$ cat src/rtl/alsu_cmd_sequencer_pkg.sv
`default_nettype none
// =============================================================================
// Module   : alsu_cmd_sequencer_pkg
// Brief    : Shared command type, park command and invalid-operation decode.
// Revision : 1.0 - initial release
// =============================================================================
package alsu_cmd_sequencer_pkg;

   typedef enum logic [2:0] {
      OR        = 3'd0,
      XOR       = 3'd1,
      ADD       = 3'd2,
      MULT      = 3'd3,
      SHIFT     = 3'd4,
      ROTATE    = 3'd5,
      INVALID_6 = 3'd6,
      INVALID_7 = 3'd7
   } opcode_e;

   typedef struct packed {
      opcode_e           opcode;
      logic signed [2:0] A;
      logic signed [2:0] B;
      logic              cin;
      logic              serial_in;
      logic              direction;
      logic              red_op_A;
      logic              red_op_B;
      logic              bypass_A;
      logic              bypass_B;
   } alsu_cmd_t;

   // OR of two zero operands keeps the ALSU output parked at zero.
   localparam alsu_cmd_t PARK_CMD = '{
      opcode:    OR,
      A:         3'sd0,
      B:         3'sd0,
      cin:       1'b0,
      serial_in: 1'b0,
      direction: 1'b0,
      red_op_A:  1'b0,
      red_op_B:  1'b0,
      bypass_A:  1'b0,
      bypass_B:  1'b0
   };

   typedef enum logic [1:0] {
      IDLE  = 2'd0,
      ISSUE = 2'd1,
      WAIT  = 2'd2,
      HOLD  = 2'd3
   } seq_state_e;

   function automatic logic is_invalid(input alsu_cmd_t c);
      logic bad_op;
      logic red_misuse;
      bad_op     = (c.opcode == INVALID_6) || (c.opcode == INVALID_7);
      red_misuse = (c.red_op_A || c.red_op_B) && (c.opcode != OR) && (c.opcode != XOR);
      return bad_op || red_misuse;
   endfunction

endpackage
`default_nettype wire

$ cat src/rtl/alsu_cmd_sequencer_if.sv
`default_nettype none
// =============================================================================
// Module   : alsu_cmd_sequencer_if
// Brief    : Command, ALSU drive and result channels of the sequencer.
// Revision : 1.0 - initial release
// =============================================================================
interface alsu_cmd_sequencer_if #(
   parameter int TAG_W = 4
);
   import alsu_cmd_sequencer_pkg::*;

   logic              cmd_valid;
   logic              cmd_ready;
   opcode_e           cmd_opcode;
   logic signed [2:0] cmd_A;
   logic signed [2:0] cmd_B;
   logic              cmd_cin;
   logic              cmd_serial_in;
   logic              cmd_direction;
   logic              cmd_red_op_A;
   logic              cmd_red_op_B;
   logic              cmd_bypass_A;
   logic              cmd_bypass_B;

   logic signed [2:0] alsu_A;
   logic signed [2:0] alsu_B;
   opcode_e           alsu_opcode;
   logic              alsu_cin;
   logic              alsu_serial_in;
   logic              alsu_direction;
   logic              alsu_red_op_A;
   logic              alsu_red_op_B;
   logic              alsu_bypass_A;
   logic              alsu_bypass_B;
   logic              alsu_rst;
   logic signed [5:0] alsu_out;

   logic              res_valid;
   logic              res_ready;
   logic signed [5:0] res_out;
   logic              res_invalid;
   logic [TAG_W-1:0]  res_tag;
   logic              busy;

   // master: the sequencer; slave: command source, result sink and ALSU.
   modport master (
      input  cmd_valid, cmd_opcode, cmd_A, cmd_B, cmd_cin, cmd_serial_in,
             cmd_direction, cmd_red_op_A, cmd_red_op_B, cmd_bypass_A, cmd_bypass_B,
             alsu_out, res_ready,
      output cmd_ready, alsu_A, alsu_B, alsu_opcode, alsu_cin, alsu_serial_in,
             alsu_direction, alsu_red_op_A, alsu_red_op_B, alsu_bypass_A,
             alsu_bypass_B, alsu_rst, res_valid, res_out, res_invalid, res_tag, busy
   );

   modport slave (
      output cmd_valid, cmd_opcode, cmd_A, cmd_B, cmd_cin, cmd_serial_in,
             cmd_direction, cmd_red_op_A, cmd_red_op_B, cmd_bypass_A, cmd_bypass_B,
             alsu_out, res_ready,
      input  cmd_ready, alsu_A, alsu_B, alsu_opcode, alsu_cin, alsu_serial_in,
             alsu_direction, alsu_red_op_A, alsu_red_op_B, alsu_bypass_A,
             alsu_bypass_B, alsu_rst, res_valid, res_out, res_invalid, res_tag, busy
   );

endinterface
`default_nettype wire

$ cat src/rtl/alsu_cmd_fifo.sv
`default_nettype none
// =============================================================================
// Module   : alsu_cmd_fifo
// Brief    : Synchronous command FIFO; pushes while full and pops while empty are dropped.
// Revision : 1.0 - initial release
// =============================================================================
module alsu_cmd_fifo #(
   parameter int DEPTH = 8,
   parameter int WIDTH = 16
) (
   input  logic             clk,
   input  logic             rst,
   input  logic             push_i,
   input  logic [WIDTH-1:0] wdata_i,
   input  logic             pop_i,
   output logic [WIDTH-1:0] rdata_o,
   output logic             full_o,
   output logic             empty_o
);
   localparam int AW = $clog2(DEPTH);

   logic [WIDTH-1:0] mem_q [DEPTH];
   logic [AW:0]      wr_ptr_q;
   logic [AW:0]      rd_ptr_q;
   logic             w_push;
   logic             w_pop;

   // Extra pointer MSB distinguishes full from empty when the indices match.
   assign full_o  = (wr_ptr_q[AW] != rd_ptr_q[AW]) && (wr_ptr_q[AW-1:0] == rd_ptr_q[AW-1:0]);
   assign empty_o = (wr_ptr_q == rd_ptr_q);
   assign w_push  = push_i && !full_o;
   assign w_pop   = pop_i && !empty_o;
   assign rdata_o = mem_q[rd_ptr_q[AW-1:0]];

   always_ff @(posedge clk) begin
      if (rst) begin
         wr_ptr_q <= '0;
         rd_ptr_q <= '0;
      end else begin
         if (w_push) wr_ptr_q <= wr_ptr_q + (AW+1)'(1);
         if (w_pop)  rd_ptr_q <= rd_ptr_q + (AW+1)'(1);
      end
   end

   always_ff @(posedge clk) begin
      if (w_push) mem_q[wr_ptr_q[AW-1:0]] <= wdata_i;
   end

endmodule
`default_nettype wire

$ cat src/rtl/alsu_cmd_sequencer.sv
`default_nettype none
// =============================================================================
// Module   : alsu_cmd_sequencer
// Brief    : Queues ALSU commands, issues them one at a time and returns tagged results.
// Revision : 1.0 - initial release
// =============================================================================
module alsu_cmd_sequencer
   import alsu_cmd_sequencer_pkg::*;
#(
   parameter int DEPTH   = 8,
   parameter int LATENCY = 2,
   parameter int TAG_W   = 4
) (
   input logic                  clk,
   input logic                  rst,
   alsu_cmd_sequencer_if.master bus
);
   localparam int CW = (LATENCY > 1) ? $clog2(LATENCY) : 1;

   seq_state_e        state_q, state_d;
   alsu_cmd_t         drive_q, drive_d;
   alsu_cmd_t         cmd_q, cmd_d;
   logic [CW-1:0]     wait_q, wait_d;
   logic signed [5:0] res_out_q, res_out_d;
   logic              res_invalid_q, res_invalid_d;
   logic [TAG_W-1:0]  res_tag_q, res_tag_d;
   logic [TAG_W-1:0]  tag_q, tag_d;

   alsu_cmd_t w_cmd_in;
   alsu_cmd_t w_head;
   logic      w_full;
   logic      w_empty;
   logic      w_pop;

   assign w_cmd_in = '{
      opcode:    bus.cmd_opcode,
      A:         bus.cmd_A,
      B:         bus.cmd_B,
      cin:       bus.cmd_cin,
      serial_in: bus.cmd_serial_in,
      direction: bus.cmd_direction,
      red_op_A:  bus.cmd_red_op_A,
      red_op_B:  bus.cmd_red_op_B,
      bypass_A:  bus.cmd_bypass_A,
      bypass_B:  bus.cmd_bypass_B
   };

   alsu_cmd_fifo #(
      .DEPTH (DEPTH),
      .WIDTH ($bits(alsu_cmd_t))
   ) u_fifo (
      .clk     (clk),
      .rst     (rst),
      .push_i  (bus.cmd_valid),
      .wdata_i (w_cmd_in),
      .pop_i   (w_pop),
      .rdata_o (w_head),
      .full_o  (w_full),
      .empty_o (w_empty)
   );

   always_comb begin
      state_d       = state_q;
      drive_d       = drive_q;
      cmd_d         = cmd_q;
      wait_d        = wait_q;
      res_out_d     = res_out_q;
      res_invalid_d = res_invalid_q;
      res_tag_d     = res_tag_q;
      tag_d         = tag_q;
      w_pop         = 1'b0;
      case (state_q)
         IDLE: begin
            if (!w_empty) begin
               w_pop   = 1'b1;
               drive_d = w_head;
               cmd_d   = w_head;
               state_d = ISSUE;
            end
         end
         ISSUE: begin
            drive_d = PARK_CMD;
            wait_d  = CW'(LATENCY - 1);
            state_d = WAIT;
         end
         WAIT: begin
            if (wait_q == '0) begin
               res_out_d     = bus.alsu_out;
               res_invalid_d = is_invalid(cmd_q);
               res_tag_d     = tag_q;
               tag_d         = tag_q + TAG_W'(1);
               state_d       = HOLD;
            end else begin
               wait_d = wait_q - CW'(1);
            end
         end
         HOLD: begin
            // Back-to-back issue straight from HOLD keeps throughput at LATENCY+2.
            if (bus.res_ready) begin
               if (!w_empty) begin
                  w_pop   = 1'b1;
                  drive_d = w_head;
                  cmd_d   = w_head;
                  state_d = ISSUE;
               end else begin
                  state_d = IDLE;
               end
            end
         end
         default: state_d = IDLE;
      endcase
   end

   always_ff @(posedge clk) begin
      if (rst) begin
         state_q       <= IDLE;
         drive_q       <= PARK_CMD;
         cmd_q         <= PARK_CMD;
         wait_q        <= '0;
         res_out_q     <= '0;
         res_invalid_q <= 1'b0;
         res_tag_q     <= '0;
         tag_q         <= '0;
      end else begin
         state_q       <= state_d;
         drive_q       <= drive_d;
         cmd_q         <= cmd_d;
         wait_q        <= wait_d;
         res_out_q     <= res_out_d;
         res_invalid_q <= res_invalid_d;
         res_tag_q     <= res_tag_d;
         tag_q         <= tag_d;
      end
   end

   assign bus.cmd_ready      = !w_full;
   assign bus.alsu_opcode    = drive_q.opcode;
   assign bus.alsu_A         = drive_q.A;
   assign bus.alsu_B         = drive_q.B;
   assign bus.alsu_cin       = drive_q.cin;
   assign bus.alsu_serial_in = drive_q.serial_in;
   assign bus.alsu_direction = drive_q.direction;
   assign bus.alsu_red_op_A  = drive_q.red_op_A;
   assign bus.alsu_red_op_B  = drive_q.red_op_B;
   assign bus.alsu_bypass_A  = drive_q.bypass_A;
   assign bus.alsu_bypass_B  = drive_q.bypass_B;
   assign bus.alsu_rst       = rst;
   assign bus.res_valid      = (state_q == HOLD);
   assign bus.res_out        = res_out_q;
   assign bus.res_invalid    = res_invalid_q;
   assign bus.res_tag        = res_tag_q;
   assign bus.busy           = (state_q != IDLE) || !w_empty;

endmodule
`default_nettype wire

$ cat src/flat_wrapper.sv
// flat-port wrapper written by rule: the top's interface ports become plain ports
module alsu_cmd_sequencer_flat import alsu_cmd_sequencer_pkg::*;
#(
   parameter int DEPTH   = 8,
   parameter int LATENCY = 2,
   parameter int TAG_W   = 4
)
  (clk, rst, bus_cmd_valid, bus_cmd_opcode, bus_cmd_A, bus_cmd_B, bus_cmd_cin, bus_cmd_serial_in, bus_cmd_direction, bus_cmd_red_op_A, bus_cmd_red_op_B, bus_cmd_bypass_A, bus_cmd_bypass_B, bus_alsu_out, bus_res_ready, bus_cmd_ready, bus_alsu_A, bus_alsu_B, bus_alsu_opcode, bus_alsu_cin, bus_alsu_serial_in, bus_alsu_direction, bus_alsu_red_op_A, bus_alsu_red_op_B, bus_alsu_bypass_A, bus_alsu_bypass_B, bus_alsu_rst, bus_res_valid, bus_res_out, bus_res_invalid, bus_res_tag, bus_busy);
  alsu_cmd_sequencer_if #(.TAG_W(TAG_W)) bus_i ();
  input logic clk;
  input logic rst;
  input wire logic [$bits(bus_i.cmd_valid)-1:0] bus_cmd_valid;
  input wire logic [$bits(bus_i.cmd_opcode)-1:0] bus_cmd_opcode;
  input wire logic [$bits(bus_i.cmd_A)-1:0] bus_cmd_A;
  input wire logic [$bits(bus_i.cmd_B)-1:0] bus_cmd_B;
  input wire logic [$bits(bus_i.cmd_cin)-1:0] bus_cmd_cin;
  input wire logic [$bits(bus_i.cmd_serial_in)-1:0] bus_cmd_serial_in;
  input wire logic [$bits(bus_i.cmd_direction)-1:0] bus_cmd_direction;
  input wire logic [$bits(bus_i.cmd_red_op_A)-1:0] bus_cmd_red_op_A;
  input wire logic [$bits(bus_i.cmd_red_op_B)-1:0] bus_cmd_red_op_B;
  input wire logic [$bits(bus_i.cmd_bypass_A)-1:0] bus_cmd_bypass_A;
  input wire logic [$bits(bus_i.cmd_bypass_B)-1:0] bus_cmd_bypass_B;
  input wire logic [$bits(bus_i.alsu_out)-1:0] bus_alsu_out;
  input wire logic [$bits(bus_i.res_ready)-1:0] bus_res_ready;
  output wire logic [$bits(bus_i.cmd_ready)-1:0] bus_cmd_ready;
  output wire logic [$bits(bus_i.alsu_A)-1:0] bus_alsu_A;
  output wire logic [$bits(bus_i.alsu_B)-1:0] bus_alsu_B;
  output wire logic [$bits(bus_i.alsu_opcode)-1:0] bus_alsu_opcode;
  output wire logic [$bits(bus_i.alsu_cin)-1:0] bus_alsu_cin;
  output wire logic [$bits(bus_i.alsu_serial_in)-1:0] bus_alsu_serial_in;
  output wire logic [$bits(bus_i.alsu_direction)-1:0] bus_alsu_direction;
  output wire logic [$bits(bus_i.alsu_red_op_A)-1:0] bus_alsu_red_op_A;
  output wire logic [$bits(bus_i.alsu_red_op_B)-1:0] bus_alsu_red_op_B;
  output wire logic [$bits(bus_i.alsu_bypass_A)-1:0] bus_alsu_bypass_A;
  output wire logic [$bits(bus_i.alsu_bypass_B)-1:0] bus_alsu_bypass_B;
  output wire logic [$bits(bus_i.alsu_rst)-1:0] bus_alsu_rst;
  output wire logic [$bits(bus_i.res_valid)-1:0] bus_res_valid;
  output wire logic [$bits(bus_i.res_out)-1:0] bus_res_out;
  output wire logic [$bits(bus_i.res_invalid)-1:0] bus_res_invalid;
  output wire logic [$bits(bus_i.res_tag)-1:0] bus_res_tag;
  output wire logic [$bits(bus_i.busy)-1:0] bus_busy;
  assign bus_i.cmd_valid = bus_cmd_valid;
  assign bus_i.cmd_opcode = bus_cmd_opcode;
  assign bus_i.cmd_A = bus_cmd_A;
  assign bus_i.cmd_B = bus_cmd_B;
  assign bus_i.cmd_cin = bus_cmd_cin;
  assign bus_i.cmd_serial_in = bus_cmd_serial_in;
  assign bus_i.cmd_direction = bus_cmd_direction;
  assign bus_i.cmd_red_op_A = bus_cmd_red_op_A;
  assign bus_i.cmd_red_op_B = bus_cmd_red_op_B;
  assign bus_i.cmd_bypass_A = bus_cmd_bypass_A;
  assign bus_i.cmd_bypass_B = bus_cmd_bypass_B;
  assign bus_i.alsu_out = bus_alsu_out;
  assign bus_i.res_ready = bus_res_ready;
  assign bus_cmd_ready = bus_i.cmd_ready;
  assign bus_alsu_A = bus_i.alsu_A;
  assign bus_alsu_B = bus_i.alsu_B;
  assign bus_alsu_opcode = bus_i.alsu_opcode;
  assign bus_alsu_cin = bus_i.alsu_cin;
  assign bus_alsu_serial_in = bus_i.alsu_serial_in;
  assign bus_alsu_direction = bus_i.alsu_direction;
  assign bus_alsu_red_op_A = bus_i.alsu_red_op_A;
  assign bus_alsu_red_op_B = bus_i.alsu_red_op_B;
  assign bus_alsu_bypass_A = bus_i.alsu_bypass_A;
  assign bus_alsu_bypass_B = bus_i.alsu_bypass_B;
  assign bus_alsu_rst = bus_i.alsu_rst;
  assign bus_res_valid = bus_i.res_valid;
  assign bus_res_out = bus_i.res_out;
  assign bus_res_invalid = bus_i.res_invalid;
  assign bus_res_tag = bus_i.res_tag;
  assign bus_busy = bus_i.busy;
  alsu_cmd_sequencer #(.DEPTH(DEPTH), .LATENCY(LATENCY), .TAG_W(TAG_W)) u_core (.clk(clk), .rst(rst), .bus(bus_i));
endmodule
$ cat config.mk
export PLATFORM = sky130hd
export DESIGN_NAME = alsu_cmd_sequencer_flat
export DESIGN_NICKNAME = d
export VERILOG_FILES = /design/src/rtl/alsu_cmd_sequencer_pkg.sv /design/src/rtl/alsu_cmd_sequencer_if.sv /design/src/rtl/alsu_cmd_fifo.sv /design/src/rtl/alsu_cmd_sequencer.sv /design/src/flat_wrapper.sv
export SDC_FILE = /design/constraint.sdc
export NUM_CORES = 1
export LEC_CHECK = 0
export ABC_AREA = 1
export BUFFER_PORTS_ARGS = -buffer_cell sky130_fd_sc_hd__buf_2
export CORE_UTILIZATION = 59
export CTS_CLUSTER_DIAMETER = 60
export DETAILED_ROUTE_END_ITERATION = 10
export PLACE_DENSITY_LB_ADDON = 0.25
export SLEW_MARGIN = 0
export SYNTH_ARGS = -nofsm -noshare
export SYNTH_HDL_FRONTEND = slang
export SYNTH_SLANG_ARGS = --single-unit
$ cat constraint.sdc
create_clock -name clk -period 2.7 [get_ports clk]
set_input_delay 0.135 -clock clk [delete_from_list [all_inputs] [get_ports clk]]
set_output_delay 0.135 -clock clk [all_outputs]
set_load 0.03 [all_outputs]
==> results of run 1 <==
==> cells by family after synthesis <==
kind of cell             count (synthesis)  synth area share (%)
XOR/XNOR                                 3                0.3733
AND/OR/NAND/NOR                        242                 13.67
AO/OA/AOI/OAI                          153                 12.28
flip-flops                             177                 68.54
adder cells (fa/ha/maj)                  9                 1.600
buffers and inverters                   59                 3.537
==> layer usage <==
layer  share of wire (%)  routed length, µm  vias to the layer above
met1                  43               6556                     2357
met4                 2.3                340                        0
li1                    -                  -                     2392
met3                 6.3                953                       23
met2                  48               7252                      205
met5                   0                  0                        -
==> layout make-up <==
class / count / area, µm²
clock inverters: 15 / 172.7
flip-flops and latches: 177 / 4826
repair buffers: 89 / 573.1
clock buffers: 17 / 425.4
fillers: 798 / 3268
multi-input cells: 407 / 1971
inverters: 27 / 101.3
well taps: 143 / 178.9
==> power by group through the flow <==
stage | clock (µW) | combinational, µW | sequential [µW]
2_1_floorplan | 0 | 1410 | 3630
3_3_place_gp | 0 | 2140 | 3370
3_5_place_dp | 0 | 2200 | 3380
4_1_cts | 2490 | 2240 | 3330
5_1_grt | 2600 | 2510 | 3360
6_report | 2460 | 2260 | 3330
==> sequential cells by signal, summed over array words and instances, names as in the netlist, 2 cells and up, named ones only <==
register / flops
u_core.bus.alsu_B: 3
u_core.u_fifo.rd_ptr_q: 4
u_core.bus.res_out: 6
u_core.state_q: 2
u_core.cmd_q: 4
u_core.bus.alsu_A: 3
u_core.tag_q: 4
u_core.bus.alsu_opcode: 3
u_core.u_fifo.mem_q: 128
u_core.bus.res_tag: 4
u_core.u_fifo.wr_ptr_q: 4
==> repair_timing <==
item | CTS | global route
endpoints found under the setup margin | 0 | 0
hold endpoints to repair | 101 | 0
hold buffers | 18 | 0
resized for setup | 0 | 0
==> synth_stat cells, types with 2 or more instances <==
cell type / count / area share (%)
a21oi_1: 23 / 1.6
xor2_1: 2 / 0.25
nor3_1: 2 / 0.14
nor2_1: 109 / 5.8
buf_2: 7 / 0.50
dfxtp_1: 49 / 14
o211ai_1: 2 / 0.21
o22ai_1: 31 / 2.8
clkbuf_1: 20 / 1.1
nand2_2: 2 / 0.18
o21ai_0: 81 / 5.8
nand3_1: 11 / 0.78
inv_1: 20 / 1.1
nand2_1: 112 / 6.0
a21oi_2: 10 / 1.2
edfxtp_1: 128 / 55
inv_2: 7 / 0.37
ha_1: 9 / 1.6
o21ai_1: 3 / 0.21
buf_4: 3 / 0.32
nor2_4: 2 / 0.32
==> through the flow <==
step,total power [µW],cells,util [%],setup WS [ns]
floorplan,5033,643,-,0.04691
global placement,5503,825,64.86,0.9223
detailed placement,5584,825,64.86,0.8580
CTS,8063,875,71.62,0.7452
global route,8467,875,71.62,0.5908
finish,8052,875,71.62,0.7435
==> worst min path at each step <==
stage	end	slack, ns	cells past startpoint
after global routing	u_core.u_fifo.mem_q[4][15]$_DFFE_PP_	0.02	1
final	u_core.u_fifo.mem_q[1][8]$_DFFE_PP_	0.02	1
after CTS	u_core.u_fifo.mem_q[7][15]$_DFFE_PP_	0.003	1
after detailed placement	u_core.bus.res_out[3]$_SDFFE_PP0P_	0.37	3
after global placement	u_core.bus.res_out[0]$_SDFFE_PP0P_	0.36	3
after floorplan	u_core.u_fifo.mem_q[0][0]$_DFFE_PP_	0.23	0
==> worst max-delay path, stage by stage (launching register included) <==
cell,delay [ns]
dfxtp_2,0.32
inv_2,0.68
o21ai_0,0.25
o22ai_1,0.24
nand2_1,0.09
nand2_1,0.11
nand2_1,0.08
a21oi_2,0.12
==> results.md, run 1 <==
* Clk sinks at 177
* Placed inst area at 7470 µm²
* Die Area at 12370 µm²
* Worst Setup End Kind: flip-flop
* Clk pwr share at 30.6%
* Initial antenna violation count at 0
* Pre-antenna DRT Iters at 8
* Final Skew at 0.007004 ns
* Die height at 111.2 µm
* Std-Cell Rows at 39
* Final period util at 72.46%
* Combinational share of power at 28.0%
* Final instance area at 8248 µm²
* Setup TNS Final at 0 ns
* Core ar. at 11520 µm²
* RSZ-0062 raised after global routing: false
* Max-slew violation count at 0
* Reg2Reg Depth at 7
* Flop pwr share at 41.4%
* Reg2reg setup slack at 0.74 ns
* Routed vias at 4977
* WP data required at 3.06 ns
* Min Tclk post-route at 1.956 ns
* Synthesized cell area at 7039 µm²
* CTS Buf Count at 17
* Share of cells above drive strength 1 at 17.49%
* Starting Density at 61.13%
* Number of global-route vias before repair at 4891
* CTS max path bufs at 2
* Layout area overhead at 17.17%
* Top FF cell, synth: edfxtp_1
* GP Congestion at 0.7892
* Worst Path Arrival at 2.32 ns
* Peak supply drop at 0.0008274 V
* Worst setup SP type: flip-flop
* Hold Path Class: in -> reg
* Synth Area per Inst at 10.95 µm²
* Syn Inst Count at 643
* Gr usage total at 26.51%
* Failing checks: DRC
* Psw at 2825 µW
* Met2 Usage GRT at 40.88%
* Post-route antenna net violation count at 0
* Yosys cell types at 31
* Slew @ Worst Pin at 0.9807 ns
* GR Util met3 at 6.780%
* Clk Latency, worst-skew pair at 0.43 ns
* Die Wd at 111.2 µm
* Leak pwr at 0.003134 µW
* Number of enable flip-flop cells after synthesis at 128
* Min-delay src: bus_cmd_B[1]
* Iter 0 DRT Violations at 605
* Buffers added on ports at 56
* Largest net degree at the start of global routing at 65
* CP endpoint: u_core.bus.alsu_opcode[0]$_SDFFE_PP0P_
* Grt peak-use layer: met2
* Wirelength, routed at 15.10 mm
* Int Pwr at 5227 µW
* Asr flop ratio synth at 0%
* Most common cell after layout, fill and taps aside: edfxtp_1
* Sequential element share of the synthesized area at 68.54%
* Hpwl dp at 9.037 mm
* Power Density at 976.2 nW/µm²
* Final setup violating endpoints at 0
* Post-Syn Nets at 678
* Worst hold margin at 0.01972 ns
* Reg2reg end: u_core.bus.alsu_opcode[0]$_SDFFE_PP0P_
* Commonest cells after routing, fill and taps aside: edfxtp_1 (128), nand2_1 (112), nor2_1 (109), o21ai_0 (81), buf_2 (56)
* Ant diodes at 0
* Syn. warnings at 0
* Worst-path clk slew at 0.07 ns
* First-pass GRT wire length at 24.62 mm
* Sw frac at 35.09%
* Seq cells post-synth at 177
* CTS tree: done
* Post-CTS Repair Setup Buffers at 0
* Highest clock rate at 511.1 MHz
* H-Tree Level Count at 4
* Nets at 754
* Normalized max-slew margin at 34.62%
* Class of the most critical setup path: reg -> reg
* CTS root buf: clkbuf_16
* DR vias/cell at 5.688
* Crit Path Max Fanout at 64
* GR Overflow Total at 0
* Drt wl/cell at 17.26 µm
* Fin. Hold Viols at 0
* Status: finished with violations
* M1 GR Usage at 35.91%
* DRC at 11
* Number of I/O pins at 57
* Max cap viols at 0
Note: power is estimated with default switching activity, not from simulation.
==> run 2, diff against run 1 <==
--- a/config.mk
+++ b/config.mk
@@ -7,7 +7,7 @@
 export LEC_CHECK = 0
 export ABC_AREA = 1
 export BUFFER_PORTS_ARGS = -buffer_cell sky130_fd_sc_hd__buf_2
-export CORE_UTILIZATION = 59
+export CORE_UTILIZATION = 53
 export CTS_CLUSTER_DIAMETER = 60
 export DETAILED_ROUTE_END_ITERATION = 10
 export PLACE_DENSITY_LB_ADDON = 0.25
==> constraint.sdc (replaced) <==
create_clock -name clk -period 1.6 [get_ports clk]
set_input_delay 0.08 -clock clk [delete_from_list [all_inputs] [get_ports clk]]
set_output_delay 0.08 -clock clk [all_outputs]
set_load 0.03 [all_outputs]
==> run 2 against run 1 <==
- the run now ends clean
- setup slack lost 0.74 ns
- first-iteration DRC count shrank 19%
- core utilization fell by 1.9 points
- clock power grew 65%
- via count up 3.0%
- combinational power is 98% higher
- clock-buffer cell count unchanged
- cell count grew 6.5%
- final area is 8.0% higher
- sequential share of layout area is 4.1 points lower
- power increased by 76%
- wire length increased by 5.4%
==> results.md, run 2 (synthesized netlist as in run 1, its figures left out) <==
* Status: finished, final reports clean
* Die Area at 13750 µm²
* M1 GR Usage at 30.81%
* Die Wd at 117.2 µm
* Post-route antenna net violation count at 0
* Met2 Usage GRT at 41.18%
* Core ar. at 12770 µm²
* Combinational share of power at 31.6%
* Hpwl dp at 9.628 mm
* Wirelength, routed at 15.91 mm
* CTS tree: done
* Ant diodes at 0
* Critical path's most frequent cell: nand2_2
* Std-Cell Rows at 41
* Die height at 117.2 µm
* Worst-path clk slew at 0.07 ns
* Layout area overhead at 26.52%
* Reg2Reg Depth at 9
* Psw at 4898 µW
* Number of I/O pins at 57
* Power Density at 1593 nW/µm²
* Highest clock rate at 628.3 MHz
* Routed vias at 5126
* Slowest cell delay on critical path at 0.35 ns
* Final setup violating endpoints at 0
* Buffers added on ports at 56
* Inst Count DP at 870
* Fin. Hold Viols at 0
* Flop pwr share at 39.8%
* Normalized max-slew margin at 58.52%
* First-pass GRT wire length at 24.23 mm
* RSZ-0062 raised after global routing: true
* Final period util at 99.48%
* Grt peak-use layer: met2
* Setup TNS Final at 0 ns
* Reg2reg setup slack at 0.008 ns
* GR Overflow Total at 0
* GR Util met3 at 4.531%
* Min Tclk post-route at 1.592 ns
* Most common cell after layout, fill and taps aside: edfxtp_1
* Share of cells above drive strength 1 at 25.39%
* Critical path's top delay family: simple AND/OR/NAND/NOR gates
* Commonest cells after routing, fill and taps aside: edfxtp_1 (128), nand2_1 (100), nor2_1 (99), o21ai_0 (80), buf_2 (55)
* Worst hold margin at 0.01199 ns
* Hold Path Depth at 2
* Gr usage total at 24.40%
* Leak pwr at 0.003362 µW
* CTS max path bufs at 2
* Max-slew violation count at 0
* Drt wl/cell at 17.07 µm
* Final instance area at 8906 µm²
* Fill cell count at 886
* CTS Buf Count at 17
* Class of the most critical setup path: reg -> out
* Worst Setup End Kind: primary output
* Max cap viols at 0
* Starting Density at 55.11%
* Initial antenna violation count at 0
* Hold endpoint: u_core.tag_q[3]$_SDFFE_PP0P_
* Worst Path Arrival at 1.51 ns
* Largest net degree at the start of global routing at 43
* Clk Latency, worst-skew pair at 0.43 ns
* GP Congestion at 0.8058
* Number of global-route vias before repair at 4906
* Pre-antenna DRT Iters at 6
* Worst Path Buf+Inv at 3
* Crit-path cells: inv_1 > nand2_2 > nand2_2 > nor2_4 > nand2_4 > inv_2 > nand2_2 > buf_6
* Crit-path slowest cell: dfxtp_2
* Min-delay src: rst
* RR Startpoint: u_core.u_fifo.rd_ptr_q[2]$_SDFFE_PP0P_
* Pre-CTS WS at -0.009397 ns
* Reg2reg end: u_core.u_fifo.mem_q[0][12]$_DFFE_PP_
* Nets at 782
* Max reg flops at 128
* DRC at 0
* Iter 0 DRT Violations at 490
* Post-route insts no fill at 932
* Slew @ Worst Pin at 0.6215 ns
* CTS root buf: clkbuf_16
* Final worst slack at 0.008304 ns
* Worst setup SP type: flip-flop
* WP data required at 1.52 ns
* Crit Path Max Fanout at 6
* Clk sinks at 177
* Peak supply drop at 0.0008154 V
* Clk pwr share at 28.6%
* Placed inst area at 7900 µm²
* Int Pwr at 9293 µW
* Final Skew at 0.007920 ns
* DR vias/cell at 5.500
* Sw frac at 34.52%
* H-Tree Level Count at 4
* Hold Path Class: in -> reg
run 2: final cells by class:
class,instances,area (µm²),area share [%]
clock inverters,15,157.7,1.770
flip-flops and latches,177,4847,54.43
well taps,172,215.2,2.416
repair buffers,117,1015,11.39
multi-input cells,407,2130,23.91
clock buffers,17,425.4,4.777
inverters,27,116.4,1.307
run 2: what timing repair did:
action	CTS	global route
setup buffers	0	6
resized for setup	11	32
setup endpoints to repair	5	150
endpoints found under the hold margin	135	0
hold buffers	23	0
pin swaps	1	6
gates cloned	0	1
run 2: worst register-to-register path: cells and delay by family (launching register included):
family	cells	cell delay [ns]
and+or+nand+nor	5	0.52
DFF	1	0.37
buffers and inverters	3	0.37
AOI/OAI and AO/OA	1	0.05
run 2: worst max path at each step:
stage / start / to / slack (ns) / cells past startpoint
2_1_floorplan: u_core.u_fifo.wr_ptr_q[2]$_SDFFE_PP0P_ / u_core.u_fifo.mem_q[6][0]$_DFFE_PP_ / -0.19 / 7
3_3_place_gp: u_core.u_fifo.rd_ptr_q[2]$_SDFFE_PP0P_ / u_core.u_fifo.mem_q[0][10]$_DFFE_PP_ / 0.08 / 9
3_5_place_dp: flip-flop / u_core.bus.alsu_red_op_A$_SDFFE_PP0P_ / -0.009 / 8
4_1_cts: u_core.u_fifo.wr_ptr_q[0]$_SDFFE_PP0P_ / bus_busy / -0.02 / 8
5_1_grt: u_core.u_fifo.rd_ptr_q[3]$_SDFFE_PP0P_ / flip-flop / -0.05 / 10
6_report: u_core.u_fifo.wr_ptr_q[3]$_SDFFE_PP0P_ / bus_busy / 0.008 / 8
run 2: power by group through the flow:
stage	clock network [µW]	logic (µW)	registers (µW)
2_1_floorplan	0	2410	6120
3_3_place_gp	0	3970	5700
3_5_place_dp	0	4100	5710
4_1_cts	4120	4220	5630
5_1_grt	4300	4910	5690
6_report	4060	4480	5650
run 2: layer usage:
metal  up-vias  wire, µm
met5         -         0
met4         0       356
met3        27       956
met2       187      7863
met1      2466      6736
li1       2446         -
run 2: stage by stage:
step / utilization, % / total power (µW)
after detailed placement: 61.85 / 9805
after CTS: 68.36 / 13960
after floorplan: - / 8531
final: 69.72 / 14190
after global placement: 61.85 / 9671
after global routing: 69.72 / 14900
==> run 3, diff against run 2 <==
--- a/config.mk
+++ b/config.mk
@@ -10,7 +10,7 @@
 export CORE_UTILIZATION = 53
 export CTS_CLUSTER_DIAMETER = 60
 export DETAILED_ROUTE_END_ITERATION = 10
-export PLACE_DENSITY_LB_ADDON = 0.25
+export PLACE_DENSITY = 0.75
 export SLEW_MARGIN = 0
 export SYNTH_ARGS = -nofsm -noshare
 export SYNTH_HDL_FRONTEND = slang
==> run 3 against run 2 <==
- the flow now finishes with violations (setup timing)
- combinational power barely moved
- fmax fell by 5.6%
- non-clock buffer count rose by 2
- critical path depth rose by 2
- power rose by 0.22%
- via count rose by 1.2%
- setup slack got worse by 0.095 ns
- wire length rose by 4.2%
- clock skew fell by 0.0021 ns
- largest cell class unchanged
==> results.md, run 3 (synthesized netlist as in run 1, its figures left out) <==
* Worst Path Arrival at 1.83 ns
* Buffers added on ports at 56
* Post-route antenna net violation count at 0
* Sw frac at 34.96%
* H-Tree Level Count at 4
* CTS Buf Count at 17
* Largest net degree at the start of global routing at 41
* Crit-path cells: inv_2 > nand2_2 > nand2_4 > nor2_4 > buf_6 > nand2_8 > nand3_4 > buf_12 > nor2_4 > buf_12
* Fin. Hold Viols at 0
* Slew @ Worst Pin at 0.4999 ns
* Most common cell after layout, fill and taps aside: edfxtp_1
* Crit-path slowest cell: dfxtp_4
* Slowest cell delay on critical path at 0.37 ns
* Max reg flops at 128
* Combinational share of power at 31.5%
* Pre-antenna DRT Iters at 5
* Final Skew at 0.005793 ns
* Final worst slack at -0.08676 ns
* Placed inst area at 7905 µm²
* Hold endpoint: u_core.u_fifo.wr_ptr_q[1]$_SDFFE_PP0P_
* Psw at 4971 µW
* Initial antenna violation count at 0
* Commonest cells after routing, fill and taps aside: edfxtp_1 (128), nand2_1 (100), nor2_1 (98), o21ai_0 (81), buf_2 (55)
* Fill cell count at 867
* Number of global-route vias before repair at 5011
* Hold Path Class: in -> reg
* Clk pwr share at 28.8%
* Highest clock rate at 592.9 MHz
* Reg2reg end: u_core.u_fifo.mem_q[4][15]$_DFFE_PP_
* Number of I/O pins at 57
* Inst Count DP at 869
* Critical path's top delay family: simple AND/OR/NAND/NOR gates
* CTS max path bufs at 2
* WP data required at 1.75 ns
* Wirelength, routed at 16.58 mm
* Leak pwr at 0.003363 µW
* Worst-path clk slew at 0.06 ns
* Pre-CTS WS at -0.05159 ns
* Peak supply drop at 0.0008970 V
* Normalized max-slew margin at 66.64%
* Class of the most critical setup path: reg -> reg
* Std-Cell Rows at 41
* Final setup violating endpoints at 100
* CTS root buf: clkbuf_16
* Worst Setup End Kind: flip-flop
* First-pass GRT wire length at 24.65 mm
* Nets at 784
* Flop pwr share at 39.7%
* Final instance area at 8930 µm²
* Layout area overhead at 26.86%
* Worst setup SP type: flip-flop
* Clk Latency, worst-skew pair at 0.43 ns
* Post-route insts no fill at 934
* Ant diodes at 0
* CTS tree: done
* Core ar. at 12770 µm²
* GR Overflow Total at 0
* Min-delay src: bus_cmd_valid
* Crit Path Max Fanout at 8
* Final design utilization at 69.91%
* Die Wd at 117.2 µm
* Gr usage total at 24.64%
* Hold Path Depth at 4
* Status: finished with violations
* Clk sinks at 177
* Final period util at 105.4%
* Die height at 117.2 µm
* Drt wl/cell at 17.75 µm
* DRC at 0
* Routed vias at 5185
* Die Area at 13750 µm²
* Worst Path Buf+Inv at 4
* Int Pwr at 9251 µW
* Max-slew violation count at 0
* Share of cells above drive strength 1 at 24.93%
* GP Congestion at 0.7506
* Failing checks: setup timing
* Starting Density at 55.11%
* RSZ-0062 raised after global routing: true
* DR vias/cell at 5.551
* Min Tclk post-route at 1.687 ns
* Iter 0 DRT Violations at 540
* Reg2reg setup slack at -0.09 ns
* Power Density at 1593 nW/µm²
* Hpwl dp at 9.821 mm
* Reg2Reg Depth at 10
* Max cap viols at 0
* RR Startpoint: u_core.u_fifo.rd_ptr_q[1]$_SDFFE_PP0P_
-- run 3: worst reg2reg max path, cell delays in order, from the launching register on --
cell	delay, ns
dfxtp_4	0.37
inv_2	0.07
nand2_2	0.07
nand2_4	0.08
nor2_4	0.05
buf_6	0.12
nand2_8	0.07
nand3_4	0.12
buf_12	0.16
nor2_4	0.15
buf_12	0.16
-- run 3: cell type report --
cell class | instances | area, µm² | share of cell area, %
Timing Repair Buffer | 119 | 1032 | 11.56
Clock buffer | 17 | 425.4 | 4.764
Inverter | 27 | 113.9 | 1.275
Tap cell | 172 | 215.2 | 2.410
Clock inverter | 15 | 157.7 | 1.765
Multi-Input combinational cell | 407 | 2145 | 24.02
Sequential cell | 177 | 4841 | 54.21
-- run 3: layer usage --
metal | vias up | part of all wire [%] | GRT usage (%)
li1 | 2450 | - | -
met1 | 2501 | 41 | 30.77
met2 | 202 | 50 | 41.06
met3 | 32 | 6.4 | 5.819
met4 | 0 | 2.2 | 10.97
met5 | - | 0 | 0
-- run 3: what timing repair did --
item	CTS	global route
pin swaps	5	4
gates cloned	0	1
gates resized for setup	14	26
setup buffers	7	1
endpoints found under the setup margin	5	163
hold endpoints to repair	137	1
hold buffers	23	1
-- run 3: worst max path at each step --
stage | startpoint | end | slack (ns) | depth (start not counted)
3_3_place_gp | u_core.u_fifo.rd_ptr_q[2]$_SDFFE_PP0P_ | u_core.u_fifo.mem_q[4][6]$_DFFE_PP_ | 0.07 | 9
4_1_cts | u_core.u_fifo.wr_ptr_q[1]$_SDFFE_PP0P_ | u_core.u_fifo.mem_q[4][15]$_DFFE_PP_ | -0.03 | 10
6_report | u_core.u_fifo.rd_ptr_q[1]$_SDFFE_PP0P_ | u_core.u_fifo.mem_q[4][15]$_DFFE_PP_ | -0.09 | 10
3_5_place_dp | u_core.state_q[1]$_SDFFE_PP0P_ | u_core.cmd_q[15]$_SDFFE_PP0P_ | -0.05 | 8
5_1_grt | u_core.u_fifo.wr_ptr_q[3]$_SDFFE_PP0P_ | bus_busy | -0.13 | 8
2_1_floorplan | u_core.u_fifo.wr_ptr_q[2]$_SDFFE_PP0P_ | u_core.u_fifo.mem_q[6][0]$_DFFE_PP_ | -0.19 | 7
-- run 3: power groups by stage --
stage | combinational [µW] | clock, µW | sequential, µW
2_1_floorplan | 2410 | 0 | 6120
3_3_place_gp | 3980 | 0 | 5690
3_5_place_dp | 4120 | 0 | 5720
4_1_cts | 4290 | 4130 | 5630
5_1_grt | 4930 | 4350 | 5690
6_report | 4480 | 4100 | 5640
-- run 3: metrics by stage --
step           TNS [ns]  power [µW]  hold WS [ns]
3_3_place_gp          0        9673        0.3051
3_5_place_dp   -0.08890        9839        0.3104
5_1_grt          -12.07       14970        0.1182
2_1_floorplan    -7.299        8531        0.1789
6_report         -6.115       14220        0.1202
4_1_cts         -0.4693       14050      -0.02703
